==> config.mk <==
export PLATFORM = sky130hd
export DESIGN_NAME = multicycle_ctrl
export DESIGN_NICKNAME = d
export VERILOG_FILES = /design/src/rtl/multicycle_ctrl_pkg.sv /design/src/rtl/multicycle_ctrl_ctrl_out_decode.sv /design/src/rtl/multicycle_ctrl.sv
export SDC_FILE = /design/constraint.sdc
export NUM_CORES = 1
export LEC_CHECK = 0
export CORE_MARGIN = 3
export CORE_UTILIZATION = 43
export CTS_BUF_LIST = sky130_fd_sc_hd__clkbuf_8
export CTS_CLUSTER_DIAMETER = 40
export DETAILED_ROUTE_END_ITERATION = 6
export GPL_TIMING_DRIVEN = 0
export PLACE_DENSITY = 0.88
export SYNTH_ARGS = -nofsm -noshare
export SYNTH_HDL_FRONTEND = slang
export SYNTH_SLANG_ARGS = --single-unit
==> constraint.sdc <==
create_clock -name clk -period 3.6 [get_ports clk]
set_clock_uncertainty 0.1 [all_clocks]
set_input_delay 0.54 -clock clk [delete_from_list [all_inputs] [get_ports clk]]
set_output_delay 0.54 -clock clk [all_outputs]
set_load 0.005 [all_outputs]
==> src/rtl/multicycle_ctrl_pkg.sv <==
// Shared encodings for the multicycle processor control path.
// No logic; types, opcode values, state encodings and mux select codes only.
// Consumed by multicycle_ctrl and ctrl_out_decode.
package multicycle_ctrl_pkg;

  // Instruction opcodes (4-bit opcode field)
  localparam logic [3:0] OP_RTYPE = 4'b0000;
  localparam logic [3:0] OP_LW    = 4'b0001;
  localparam logic [3:0] OP_SW    = 4'b0010;
  localparam logic [3:0] OP_BEQ   = 4'b0011;
  localparam logic [3:0] OP_J     = 4'b0100;
  localparam logic [3:0] OP_ADDI  = 4'b0101;
  localparam logic [3:0] OP_HALT  = 4'b1111;

  // Controller states; encodings 12..15 are unreachable and recover to FETCH
  typedef enum logic [3:0] {
    S_FETCH     = 4'd0,
    S_DECODE    = 4'd1,
    S_MEM_ADDR  = 4'd2,
    S_MEM_READ  = 4'd3,
    S_MEM_WB    = 4'd4,
    S_MEM_WRITE = 4'd5,
    S_EXECUTE   = 4'd6,
    S_R_WB      = 4'd7,
    S_ADDI_WB   = 4'd8,
    S_BRANCH    = 4'd9,
    S_JUMP      = 4'd10,
    S_HALT      = 4'd11
  } state_e;

  // Datapath mux select encodings
  localparam logic       I_OR_D_PC      = 1'b0;
  localparam logic       I_OR_D_ALU     = 1'b1;
  localparam logic       REG_DST_RT     = 1'b0;
  localparam logic       REG_DST_RD     = 1'b1;
  localparam logic       MEM_TO_REG_ALU = 1'b0;
  localparam logic       MEM_TO_REG_MDR = 1'b1;
  localparam logic       ALU_A_PC       = 1'b0;
  localparam logic       ALU_A_REG      = 1'b1;
  localparam logic [1:0] ALU_B_REG      = 2'b00;
  localparam logic [1:0] ALU_B_ONE      = 2'b01;
  localparam logic [1:0] ALU_B_IMM      = 2'b10;
  localparam logic [1:0] ALU_B_BOFF     = 2'b11;
  localparam logic [1:0] ALU_OP_ADD     = 2'b00;
  localparam logic [1:0] ALU_OP_SUB     = 2'b01;
  localparam logic [1:0] ALU_OP_FUNCT   = 2'b10;
  localparam logic [1:0] PC_SRC_ALU     = 2'b00;
  localparam logic [1:0] PC_SRC_ALUOUT  = 2'b01;
  localparam logic [1:0] PC_SRC_JUMP    = 2'b10;

  // Bundle of every state-decoded datapath control
  typedef struct packed {
    logic       pc_write;
    logic       pc_write_cond;
    logic       i_or_d;
    logic       mem_read;
    logic       mem_write;
    logic       ir_write;
    logic       mem_to_reg;
    logic       reg_dst;
    logic       reg_write;
    logic       alu_src_a;
    logic [1:0] alu_src_b;
    logic [1:0] alu_op;
    logic [1:0] pc_source;
    logic       halted;
  } ctrl_t;

endpackage

==> src/rtl/multicycle_ctrl_ctrl_out_decode.sv <==
// Purpose: combinational decode of controller state (+ mem_ready) to datapath controls.
// Latency: zero cycles, purely combinational.
// Backpressure: mem_ready only qualifies ir_write/pc_write in FETCH; holding is done by the FSM.
module ctrl_out_decode
  import multicycle_ctrl_pkg::*;
(
  input  state_e state,
  input  logic   mem_ready,
  output ctrl_t  ctrl
);

  // Moore decode; anything not set for a state stays 0, including unreachable encodings
  always_comb begin
    ctrl = '0;
    case (state)
      S_FETCH: begin
        ctrl.mem_read  = 1'b1;
        ctrl.i_or_d    = I_OR_D_PC;
        ctrl.alu_src_a = ALU_A_PC;
        ctrl.alu_src_b = ALU_B_ONE;
        ctrl.alu_op    = ALU_OP_ADD;
        ctrl.pc_source = PC_SRC_ALU;
        // IR and PC load only on the cycle the fetch actually completes
        ctrl.ir_write  = mem_ready;
        ctrl.pc_write  = mem_ready;
      end
      S_DECODE: begin
        ctrl.alu_src_a = ALU_A_PC;
        ctrl.alu_src_b = ALU_B_BOFF;
        ctrl.alu_op    = ALU_OP_ADD;
      end
      S_MEM_ADDR: begin
        ctrl.alu_src_a = ALU_A_REG;
        ctrl.alu_src_b = ALU_B_IMM;
        ctrl.alu_op    = ALU_OP_ADD;
      end
      S_MEM_READ: begin
        ctrl.mem_read = 1'b1;
        ctrl.i_or_d   = I_OR_D_ALU;
      end
      S_MEM_WB: begin
        ctrl.reg_write  = 1'b1;
        ctrl.mem_to_reg = MEM_TO_REG_MDR;
        ctrl.reg_dst    = REG_DST_RT;
      end
      S_MEM_WRITE: begin
        ctrl.mem_write = 1'b1;
        ctrl.i_or_d    = I_OR_D_ALU;
      end
      S_EXECUTE: begin
        ctrl.alu_src_a = ALU_A_REG;
        ctrl.alu_src_b = ALU_B_REG;
        ctrl.alu_op    = ALU_OP_FUNCT;
      end
      S_R_WB: begin
        ctrl.reg_write  = 1'b1;
        ctrl.reg_dst    = REG_DST_RD;
        ctrl.mem_to_reg = MEM_TO_REG_ALU;
      end
      S_ADDI_WB: begin
        ctrl.reg_write  = 1'b1;
        ctrl.reg_dst    = REG_DST_RT;
        ctrl.mem_to_reg = MEM_TO_REG_ALU;
      end
      S_BRANCH: begin
        ctrl.alu_src_a     = ALU_A_REG;
        ctrl.alu_src_b     = ALU_B_REG;
        ctrl.alu_op        = ALU_OP_SUB;
        ctrl.pc_write_cond = 1'b1;
        ctrl.pc_source     = PC_SRC_ALUOUT;
      end
      S_JUMP: begin
        ctrl.pc_write  = 1'b1;
        ctrl.pc_source = PC_SRC_JUMP;
      end
      S_HALT: begin
        ctrl.halted = 1'b1;
      end
      default: ctrl = '0;
    endcase
  end

endmodule

==> src/rtl/multicycle_ctrl.sv <==
// Purpose: main multicycle control FSM (fetch/decode/execute/memory/writeback sequencing).
// Latency: from FETCH back to FETCH with mem_ready high: R 4, LW 5, SW 4, ADDI 4, BEQ 3, J 3 cycles.
// Backpressure: FETCH, MEM_READ and MEM_WRITE hold one extra cycle for every cycle mem_ready is low.
module multicycle_ctrl
  import multicycle_ctrl_pkg::*;
#(
  parameter int OPCODE_WIDTH = 4,
  parameter int STATE_WIDTH  = 4
) (
  input  logic                    clk,
  input  logic                    reset,
  input  logic [OPCODE_WIDTH-1:0] opcode,
  input  logic                    zero,
  input  logic                    mem_ready,
  output logic                    pc_write,
  output logic                    pc_write_cond,
  output logic                    i_or_d,
  output logic                    mem_read,
  output logic                    mem_write,
  output logic                    ir_write,
  output logic                    mem_to_reg,
  output logic                    reg_dst,
  output logic                    reg_write,
  output logic                    alu_src_a,
  output logic [1:0]              alu_src_b,
  output logic [1:0]              alu_op,
  output logic [1:0]              pc_source,
  output logic                    halted,
  output logic                    illegal_op,
  output logic [STATE_WIDTH-1:0]  state_out
);

  state_e state_q, state_d;
  ctrl_t  ctrl;

  logic op_r, op_lw, op_sw, op_beq, op_j, op_addi, op_halt, op_legal;

  // zero is consumed by the datapath's pc_write_cond AND gate, not by the FSM
  logic unused_zero;
  assign unused_zero = zero;

  // Opcode classification against the full opcode field
  always_comb begin
    op_r     = (opcode == OPCODE_WIDTH'(OP_RTYPE));
    op_lw    = (opcode == OPCODE_WIDTH'(OP_LW));
    op_sw    = (opcode == OPCODE_WIDTH'(OP_SW));
    op_beq   = (opcode == OPCODE_WIDTH'(OP_BEQ));
    op_j     = (opcode == OPCODE_WIDTH'(OP_J));
    op_addi  = (opcode == OPCODE_WIDTH'(OP_ADDI));
    op_halt  = (opcode == OPCODE_WIDTH'(OP_HALT));
    op_legal = op_r | op_lw | op_sw | op_beq | op_j | op_addi | op_halt;
  end

  // Next-state logic; opcode is only looked at in DECODE and MEM_ADDR
  always_comb begin
    state_d = S_FETCH;
    case (state_q)
      S_FETCH:     state_d = mem_ready ? S_DECODE : S_FETCH;
      S_DECODE: begin
        if (op_r)                        state_d = S_EXECUTE;
        else if (op_lw | op_sw | op_addi) state_d = S_MEM_ADDR;
        else if (op_beq)                 state_d = S_BRANCH;
        else if (op_j)                   state_d = S_JUMP;
        else if (op_halt)                state_d = S_HALT;
        else                             state_d = S_FETCH; // illegal: executes as NOP
      end
      S_MEM_ADDR: begin
        if (op_lw)        state_d = S_MEM_READ;
        else if (op_sw)   state_d = S_MEM_WRITE;
        else if (op_addi) state_d = S_ADDI_WB;
        else              state_d = S_FETCH;
      end
      S_MEM_READ:  state_d = mem_ready ? S_MEM_WB : S_MEM_READ;
      S_MEM_WB:    state_d = S_FETCH;
      S_MEM_WRITE: state_d = mem_ready ? S_FETCH : S_MEM_WRITE;
      S_EXECUTE:   state_d = S_R_WB;
      S_R_WB:      state_d = S_FETCH;
      S_ADDI_WB:   state_d = S_FETCH;
      S_BRANCH:    state_d = S_FETCH;
      S_JUMP:      state_d = S_FETCH;
      S_HALT:      state_d = S_HALT;
      default:     state_d = S_FETCH; // unreachable encodings recover
    endcase
  end

  // State register with synchronous reset to FETCH
  always_ff @(posedge clk) begin
    if (reset) state_q <= S_FETCH;
    else       state_q <= state_d;
  end

  ctrl_out_decode u_out_decode (
    .state     (state_q),
    .mem_ready (mem_ready),
    .ctrl      (ctrl)
  );

  // Reset gating: no enables or writes escape during a reset cycle
  always_comb begin
    pc_write      = 1'b0;
    pc_write_cond = 1'b0;
    i_or_d        = 1'b0;
    mem_read      = 1'b0;
    mem_write     = 1'b0;
    ir_write      = 1'b0;
    mem_to_reg    = 1'b0;
    reg_dst       = 1'b0;
    reg_write     = 1'b0;
    alu_src_a     = 1'b0;
    alu_src_b     = 2'b00;
    alu_op        = 2'b00;
    pc_source     = 2'b00;
    halted        = 1'b0;
    illegal_op    = 1'b0;
    if (!reset) begin
      pc_write      = ctrl.pc_write;
      pc_write_cond = ctrl.pc_write_cond;
      i_or_d        = ctrl.i_or_d;
      mem_read      = ctrl.mem_read;
      mem_write     = ctrl.mem_write;
      ir_write      = ctrl.ir_write;
      mem_to_reg    = ctrl.mem_to_reg;
      reg_dst       = ctrl.reg_dst;
      reg_write     = ctrl.reg_write;
      alu_src_a     = ctrl.alu_src_a;
      alu_src_b     = ctrl.alu_src_b;
      alu_op        = ctrl.alu_op;
      pc_source     = ctrl.pc_source;
      halted        = ctrl.halted;
      illegal_op    = (state_q == S_DECODE) && !op_legal;
    end
  end

  assign state_out = STATE_WIDTH'(state_q);

endmodule
# Word level (Yosys, flattened, before mapping)
# Index checks and enable logic that the tools add are counted.
[op_classes]
n_reduce_logical = 6
muxes = 37
n_eq_ne = 17
bitwise = 8
[ops]
columns = ["op", "n"]
rows = [
  ["4-bit two-way mux", 8],
  ["4-bit case mux with 7 select lines", 1],
  ["5-bit case mux with 5 select lines", 1],
  ["4-bit by 3-bit equality test with 1-bit output, second input constant", 6],
  ["4-bit equality test, second input constant", 5],
  ["1-bit two-way mux", 19],
  ["4-bit by 2-bit equality test with 1-bit output, second input constant", 4],
  ["3-bit case mux with 3 select lines", 1],
  ["4-bit by 1-bit equality test with 1-bit output, second input constant", 2],
  ["4-bit logical NOT", 2],
  ["1-bit bitwise OR", 8],
  ["2-bit two-way mux", 3],
  ["3-bit two-way mux", 2],
  ["2-bit case mux with 2 select lines", 1],
  ["2-bit OR reduction", 2],
  ["1-bit case mux with 2 select lines", 1],
  ["1-bit logical AND", 1],
  ["1-bit logical NOT", 1],
]
[word_totals]
out_inout_bits = 22
wordCells = 69
input_bits = 8
reg_bits = 4

# Depth between registers and ports, before layout
# Gate-level depths: netlist (run 1).
[depth]
depth_word = 10
depth_mapped = 5
ltp_nobuf = 4

# Cells and area by module
# A second synthesis (run 1) with hierarchy kept.
[unflattened]
cells_unflattened = 102
area_unflattened_um2 = 698.2
[by_module_without_submodules]
columns = ["mod", "seq_area_each_um2", "area_each_um2", "n_inst", "cells_each"]
rows = [
  ["multicycle_ctrl", 80.1, 509.2, 1, 72],
  ["ctrl_out_decode", 0.0, 188.9, 1, 30],
]

# Worst setup path before layout (run 1)
# No wires, ideal clock.
[synth_path]
path_kind = "input-to-output"
start = "input port reset"
end = "output port alu_src_b[1]"
arrival_time_ps = 1182
path_buffers = 1
required_ps = 2960
path_slack_ps = 1778
path_stages = 3
path_cell_list = "clkbuf_1 -> or3_1 -> a21oi_1"
[synth_via]
elab_chain_cells = 1
[synth_lines]
columns = ["element", "line", "rtl"]
rows = [
  ["start: declaration", "multicycle_ctrl.sv:11", "input logic reset,"],
  ["2-bit two-way mux", "multicycle_ctrl.sv:115", "if (!reset) begin"],
  ["end: declaration", "multicycle_ctrl.sv:25", "output logic [1:0] alu_src_b,"],
]
# Every way passes these cells.

# Worst setup path after layout (run 1)
# Same ends and word-level chain as after synthesis.

==> results.md, run 1 <==
| Step | Item | Reported |
|:---|:---|:---|
| status | Run status | finished clean |
| cells and area | Leading cell type in the layout, fill and taps excluded | sky130_fd_sc_hd__clkdlybuf4s50_1 |
| clocking | Number of buffers inserted during clock tree synthesis | 3 |
| route | Total Routed Length | 1894 um |
| timing | Slew @ Worst Pin | 0.3772 ns |
| logic synthesis | Synth Net Count | 93 |
| floorplan | Full die area | 0.001817 mm^2 |
| cells and area | Number of fill cells in the layout | 97 |
| global route | Pin count of the biggest net entering global routing | 11 |
| logic synthesis | Sequential-to-total area share from yosys stat | 13.88% |
| setup path | Flop2flop setup slack | 2.11 ns |
| setup path | Largest fanout on the critical path | 10 |
| logic synthesis | Register bit total from synthesis | 4 |
| logic synthesis | Distinct cell type count after synthesis | 37 |
| route | Mean routed wirelength per cell | 14.57 um |
| global route | Antenna violations before repair | 0 |
| worst hold path | Endpoint, Worst Hold | state_out[2]$_SDFF_PP0_ |
| floorplan | Y dimension of the die | 42.63 um |
| floorplan | Placeable core region | 0.001186 mm^2 |
| clocking | Number of buffers between clock root and the deepest sink | 2 |
| logic synthesis | Syn Inst Count | 85 |
| clocking | Count of buffers added by post-CTS timing repair for setup | 0 |
| global route | Leftover overflow at the end of global routing | 0 |
| route | First-iteration detailed-routing DRC count | 10 |
| place | DP Wirelength | 1445 um |
| clocking | Worst-path clk slew | 0.03 ns |
| clocking | Number of buffers inserted by hold repair at cts | 0 |
| place | Worst setup slack before clock tree synthesis | 0.7479 ns |
| clocking | Clock root buffer | sky130_fd_sc_hd__clkbuf_8 |
| cells and area | Number of inserted diodes | 0 |
| flow run | # Max-Cap Violations | 0 |
| timing | Worst-case setup margin in the final layout | 0.7540 ns |
| cells and area | Area of all placed cells without fillers | 915.9 um^2 |
| route | DRC viols | 0 |
| timing | Final critical delay including setup and external delays | 2.846 ns |
| setup path | Arrival time at the worst endpoint | 2.21 ns |
| global route | Number of global-route vias before repair | 753 |
| worst hold path | Worst min path class | flop to flop |
| cells and area | Area Growth Syn to Fin | 58.79% |
| clocking | TritonCTS clock tree | built |
| cells and area | Combined area of the multi-input logic cells | 449.2 um^2 |
| pwr | Leak Pwr | 0.3186 nW |
| worst hold path | Worst hold start | state_out[3]$_SDFF_PP0_ |
| logic synthesis | Warnings from Yosys | 0 |
| clocking | Post-cts gate resize count | 0 |
| place | Number of cells after detailed placement | 127 |
| cells and area | Most used cells in the layout excluding fill and tap cells | 28 x sky130_fd_sc_hd__clkdlybuf4s50_1, 8 x sky130_fd_sc_hd__nor2_1, 8 x sky130_fd_sc_hd__nor3_1, 8 x sky130_fd_sc_hd__a21oi_1 |
| setup path | Capturing point of the worst reg2reg path | state_out[1]$_SDFF_PP0_ |
| timing | Final setup violation count | 0 |
| clocking | Number of levels the H-tree was split into | 1 |
| cells and area | Layout cell share with drive strength beyond 1 | 12.93% |
| place | Placer Congestion | 0.8831 |
| worst hold path | Hold path depth | 2 |
| timing | RSZ-0062 raised after global routing | false |
| cells and area | Storage cell area | 80.08 um^2 |
| route | Detailed-route via count | 780 |
| floorplan | Number of top-level design ports | 30 |
| timing | Setup TNS Final | 0 ns |
| clocking | Clk sinks | 4 |
| global route | Total GRT Usage | 22.20% |
| timing | Relative slew margins | 74.85% |
| route | Detail-routed via count per cell | 6.000 |
| setup path | Data required, critical path | 2.96 ns |
| route | Antenna Violating Nets Remaining | 0 |
| timing | Final critical-path share of the clock period | 79.06% |
| setup path | Worst Path Class, Setup | input port to output port |
| clocking | Clock insertion delay at the later pin of the skew report | 0.21 ns |
| cells and area | Number of nets in the final layout | 126 |
| timing | Final-layout worst hold slack | 0.6927 ns |
| floorplan | Initial Utilization | 48.63% |
| logic synthesis | Mean area per synthesized cell | 6.786 um^2 |
| floorplan | Die width | 42.63 um |
| floorplan | # rows | 12 |
| pwr | IR drop worst, VDD | 0.2298 mV |
| setup path | Logic depth of the worst register-to-register path | 4 |
| global route | First-pass GRT wire length | 3167 um |
| cells and area | Largest register FFs | 4 |
| timing | Max-slew violations | 0 |
| route | Length of the first detailed-routing pass in iterations | 4 |
| setup path | Type of destination of the critical path | output port |
| logic synthesis | Combined area of all synthesized cells | 576.8 um^2 |
| place | Number of I/O port buffers | 28 |
| setup path | Startpoint class of the critical path | input port |
| setup path | Origin of the critical flop-to-flop path | state_out[1]$_SDFF_PP0_ |
| cells and area | Number of non-filler instances in the completed layout | 130 |
| timing | Hold violation total from the final report | 0 |
| pwr | Power density cells | 219.8 mW/mm^2 |
| place | Placement-stage cell area | 874.6 um^2 |
| timing | Highest clock rate | 351.4 MHz |
## area by class of cell
| cell class | instances | area share (%) |
|---|---|---|
| repair buffers | 28 | 30.60 |
| flip-flops and latches | 4 | 8.743 |
| inverters | 3 | 1.230 |
| clock buffers | 3 | 4.508 |
| well taps | 14 | 1.913 |
| plain buffers | 6 | 3.962 |
| multi-input cells | 72 | 49.04 |
## worst max-delay path by stage
stage | slack (ns) | to | cells past startpoint | startpoint
after floorplan | 1.78 | alu_src_b[1] | 3 | reset
after global placement | 0.77 | alu_src_b[1] | 5 | reset
after detailed placement | 0.75 | alu_src_b[1] | 5 | reset
after CTS | 0.75 | alu_src_b[1] | 5 | reset
after global routing | 0.59 | alu_src_b[1] | 5 | reset
final | 0.75 | alu_src_b[1] | 5 | reset
## per-layer routing
layer / GRT usage, % / part of all wire (%)
met5: 0 / 0
met1: 23.80 / 40
met2: 37.13 / 50
met4: 13.66 / 1.7
met3: 6.867 / 8.9
## through the flow
stage | util, % | power [mW]
3_3_place_gp | 73.73 | 0.1085
2_1_floorplan | - | 0.08015
4_1_cts | 77.22 | 0.2038
5_1_grt | 77.22 | 0.2143
3_5_place_dp | 73.73 | 0.1104
6_report | 77.22 | 0.2013
## power by group
part           switching [mW]  leakage (nW)  internal, mW  total, mW
sequential            0.00251        0.0325        0.0463     0.0488
combinational          0.0305         0.265        0.0315     0.0620
clock                  0.0196        0.0216        0.0709     0.0905
total                  0.0526         0.319         0.149      0.201
## worst max-delay path: stages
cell	delay, ns
sky130_fd_sc_hd__clkdlybuf4s50_1	0.44
sky130_fd_sc_hd__clkbuf_1	0.22
sky130_fd_sc_hd__or3_1	0.36
sky130_fd_sc_hd__a21oi_1	0.12
sky130_fd_sc_hd__clkdlybuf4s50_1	0.51
## logic make-up after synthesis
kind of cell	count (synthesis)	synth area share, %
XOR/XNOR	1	1.519
AND/OR/NAND/NOR	46	46.21
buffers and inverters	9	8.242
flip-flops	4	13.88
AO/OA/AOI/OAI	25	30.15
## cells in the mapped netlist, drive strengths merged
cell type  number  area [um^2]
xnor2           1        8.760
o22a            1        8.760
nor3            9        50.05
inv             3        11.26
a21oi           8        40.04
a22oi           2        15.01
nor4bb          1        10.01
a22o            1        8.760
dfxtp           4        80.08
o2bb2ai         1        8.760
nor2            8        30.03
nor4            2        18.77
nand3           2        10.01
clkbuf          1        3.750
o21ai           5        25.02
nor3b           1        7.510
nor2b           4        25.02
nand2           5        18.77
a31oi           3        18.77
or3             1        6.260
or2             3        21.28
and2b           1        7.510
o41ai           1        16.27
and3            2        12.51
nand2b          6        40.04
buf             5        32.53
a211oi          2        20.02
o211ai          1        12.51
nor4b           1        8.760
(Power assumes the default switching activity.)
==> run 2: changes to the inputs <==
CORE_UTILIZATION = 36   (was 43)
PLACE_DENSITY = 0.79   (was 0.88)
clock period = 2.6 ns   (was 3.6 ns; I/O delays follow)
==> run 2 against run 1 <==
  * Cell count is 1.5% higher
  * Register-to-register slack worse by 0.97 ns
  * Via count is 5.0% lower
  * Worst setup slack worse by 0.64 ns
  * Clock power is 40% higher
==> results.md, run 2 (synthesis results as in run 1) <==
| Step | Item | Reported |
|:---|:---|:---|
| setup path | Type of destination of the critical path | output port |
| timing | Final setup violation count | 0 |
| route | DRC viols | 0 |
| flow run | # Max-Cap Violations | 0 |
| global route | Number of global-route vias before repair | 709 |
| clocking | Number of buffers between clock root and the deepest sink | 2 |
| clocking | Clock insertion delay at the later pin of the skew report | 0.21 ns |
| clocking | TritonCTS clock tree | built |
| global route | First-pass GRT wire length | 3070 um |
| setup path | Data required, critical path | 2.11 ns |
| pwr | Leak Pwr | 0.3259 nW |
| floorplan | # rows | 13 |
| route | Detailed-route via count | 741 |
| timing | Hold violation total from the final report | 0 |
| cells and area | Number of inserted diodes | 0 |
| pwr | Power density cells | 302.5 mW/mm^2 |
| clocking | Number of levels the H-tree was split into | 1 |
| pwr | Sequential share of power | 23.8% |
| clocking | Worst-path clk slew | 0.03 ns |
| timing | Highest clock rate | 401.6 MHz |
| floorplan | Die width | 46.03 um |
| cells and area | Storage cell area | 80.08 um^2 |
| floorplan | Y dimension of the die | 46.03 um |
| cells and area | Post-Route Utilization | 66.73% |
| pwr | Internal power of the cells | 0.2087 mW |
| floorplan | Full die area | 0.002118 mm^2 |
| cells and area | Leading cell type in the layout, fill and taps excluded | sky130_fd_sc_hd__clkdlybuf4s50_1 |
| pwr | Clock power share | 44.9% |
| floorplan | Initial Utilization | 41.23% |
| route | Antenna Violating Nets Remaining | 0 |
| route | Detail-routed via count per cell | 5.614 |
| cells and area | Number of nets in the final layout | 127 |
| cells and area | Largest register FFs | 4 |
| timing | Final critical-path share of the clock period | 95.77% |
| place | Number of I/O port buffers | 28 |
| setup path | Arrival time at the worst endpoint | 2.00 ns |
| global route | Pin count of the biggest net entering global routing | 11 |
| route | Total Routed Length | 1814 um |
| clocking | Number of buffers inserted during clock tree synthesis | 3 |
| timing | Slew @ Worst Pin | 0.2855 ns |
| global route | Antenna violations before repair | 0 |
| global route | Leftover overflow at the end of global routing | 0 |
| place | Placer Congestion | 0.9110 |
| floorplan | Number of top-level design ports | 30 |
| cells and area | Most used cells in the layout excluding fill and tap cells | 28 x sky130_fd_sc_hd__clkdlybuf4s50_1, 8 x sky130_fd_sc_hd__nor2_1, 8 x sky130_fd_sc_hd__a21oi_1 |
| floorplan | Placeable core region | 0.001399 mm^2 |
| timing | Final critical delay including setup and external delays | 2.490 ns |
| timing | Relative slew margins | 80.94% |
| pwr | Switching power summed over all nets | 0.07366 mW |
| cells and area | Number of fill cells in the layout | 122 |
| pwr | Combinational power share | 31.3% |
| pwr | Sw frac | 26.09% |
| worst hold path | Worst min path class | flop to flop |
| route | Mean routed wirelength per cell | 13.74 um |
| route | First-iteration detailed-routing DRC count | 13 |
| setup path | Worst Path Class, Setup | input port to output port |
| cells and area | Combined area of the multi-input logic cells | 456.7 um^2 |
| setup path | Largest fanout on the critical path | 10 |
| cells and area | Area Growth Syn to Fin | 61.82% |
| setup path | Startpoint class of the critical path | input port |
| timing | Setup TNS Final | 0 ns |
| clocking | Clock root buffer | sky130_fd_sc_hd__clkbuf_8 |
| route | Length of the first detailed-routing pass in iterations | 4 |
| global route | Total GRT Usage | 19.41% |
| cells and area | Layout cell share with drive strength beyond 1 | 16.24% |
| pwr | IR drop worst, VDD | 0.3345 mV |
| timing | Max-slew violations | 0 |
| place | DP Wirelength | 1360 um |
| clocking | Number of buffers inserted by hold repair at cts | 0 |
| timing | RSZ-0062 raised after global routing | false |
| timing | Final-layout worst hold slack | 0.6777 ns |
| clocking | Clk sinks | 4 |
| status | Run status | finished clean |
## run 2: layout make-up
cell class / instances / share of cell area, %
sequential: 4 / 8.579
inverter: 3 / 1.206
tap: 15 / 2.011
clock buffer: 3 / 4.424
buffer: 6 / 4.021
multi-input combinational: 72 / 48.93
timing repair buffer: 29 / 30.83
## run 2: power by group through the flow
stage | Sequential [mW] | Clock (mW) | Combinational [mW]
2_1_floorplan | 0.0674 | 0 | 0.0435
3_3_place_gp | 0.0680 | 0 | 0.0827
3_5_place_dp | 0.0679 | 0 | 0.0848
4_1_cts | 0.0672 | 0.132 | 0.0851
5_1_grt | 0.0675 | 0.138 | 0.0969
6_report | 0.0672 | 0.127 | 0.0884
## run 2: per-layer routing
| layer | global-route usage [%] | vias up | routed length, um |
|---|---|---|---|
| met5 | 0 | - | 0 |
| met4 | 8.523 | 0 | 13 |
| met3 | 2.372 | 2 | 122 |
| met2 | 31.04 | 30 | 847 |
| met1 | 25.64 | 334 | 831 |
| li1 | - | 375 | - |
## run 2: worst paths after layout
check                            end  cells after the start                    start  slack [ns]
max                     alu_src_b[1]                      5                    reset        0.11
min          state_out[3]$_SDFF_PP0_                      4  state_out[1]$_SDFF_PP0_        0.68
max reg2reg  state_out[1]$_SDFF_PP0_                      6  state_out[0]$_SDFF_PP0_        1.14
min reg2reg  state_out[3]$_SDFF_PP0_                      4  state_out[1]$_SDFF_PP0_        0.68
## run 2: timing repair
item                                    CTS  global route
gates resized for setup                   0             5
endpoints found under the hold margin     0             0
setup buffers                             0             1
endpoints found under the setup margin    0             7
## run 2: worst max-delay path, cell delays in order
cell and delay, ns:
sky130_fd_sc_hd__clkdlybuf4s50_1 0.44, sky130_fd_sc_hd__buf_2 0.19, sky130_fd_sc_hd__or3_1 0.34, sky130_fd_sc_hd__a21oi_1 0.13, sky130_fd_sc_hd__clkdlybuf4s50_1 0.51
## run 2: metrics by stage
step / setup slack (ns) / area, um^2 / power (mW) / std cells
finish: 0.1099 / 933.4 / 0.2823 / 132
global route: 0.009225 / 933.4 / 0.3022 / 132
CTS: 0.03460 / 917.1 / 0.2838 / 131
detailed placement: 0.03753 / 875.8 / 0.1526 / 128
global placement: 0.05715 / 875.8 / 0.1507 / 128
floorplan: 1.007 / 576.8 / 0.1110 / 85
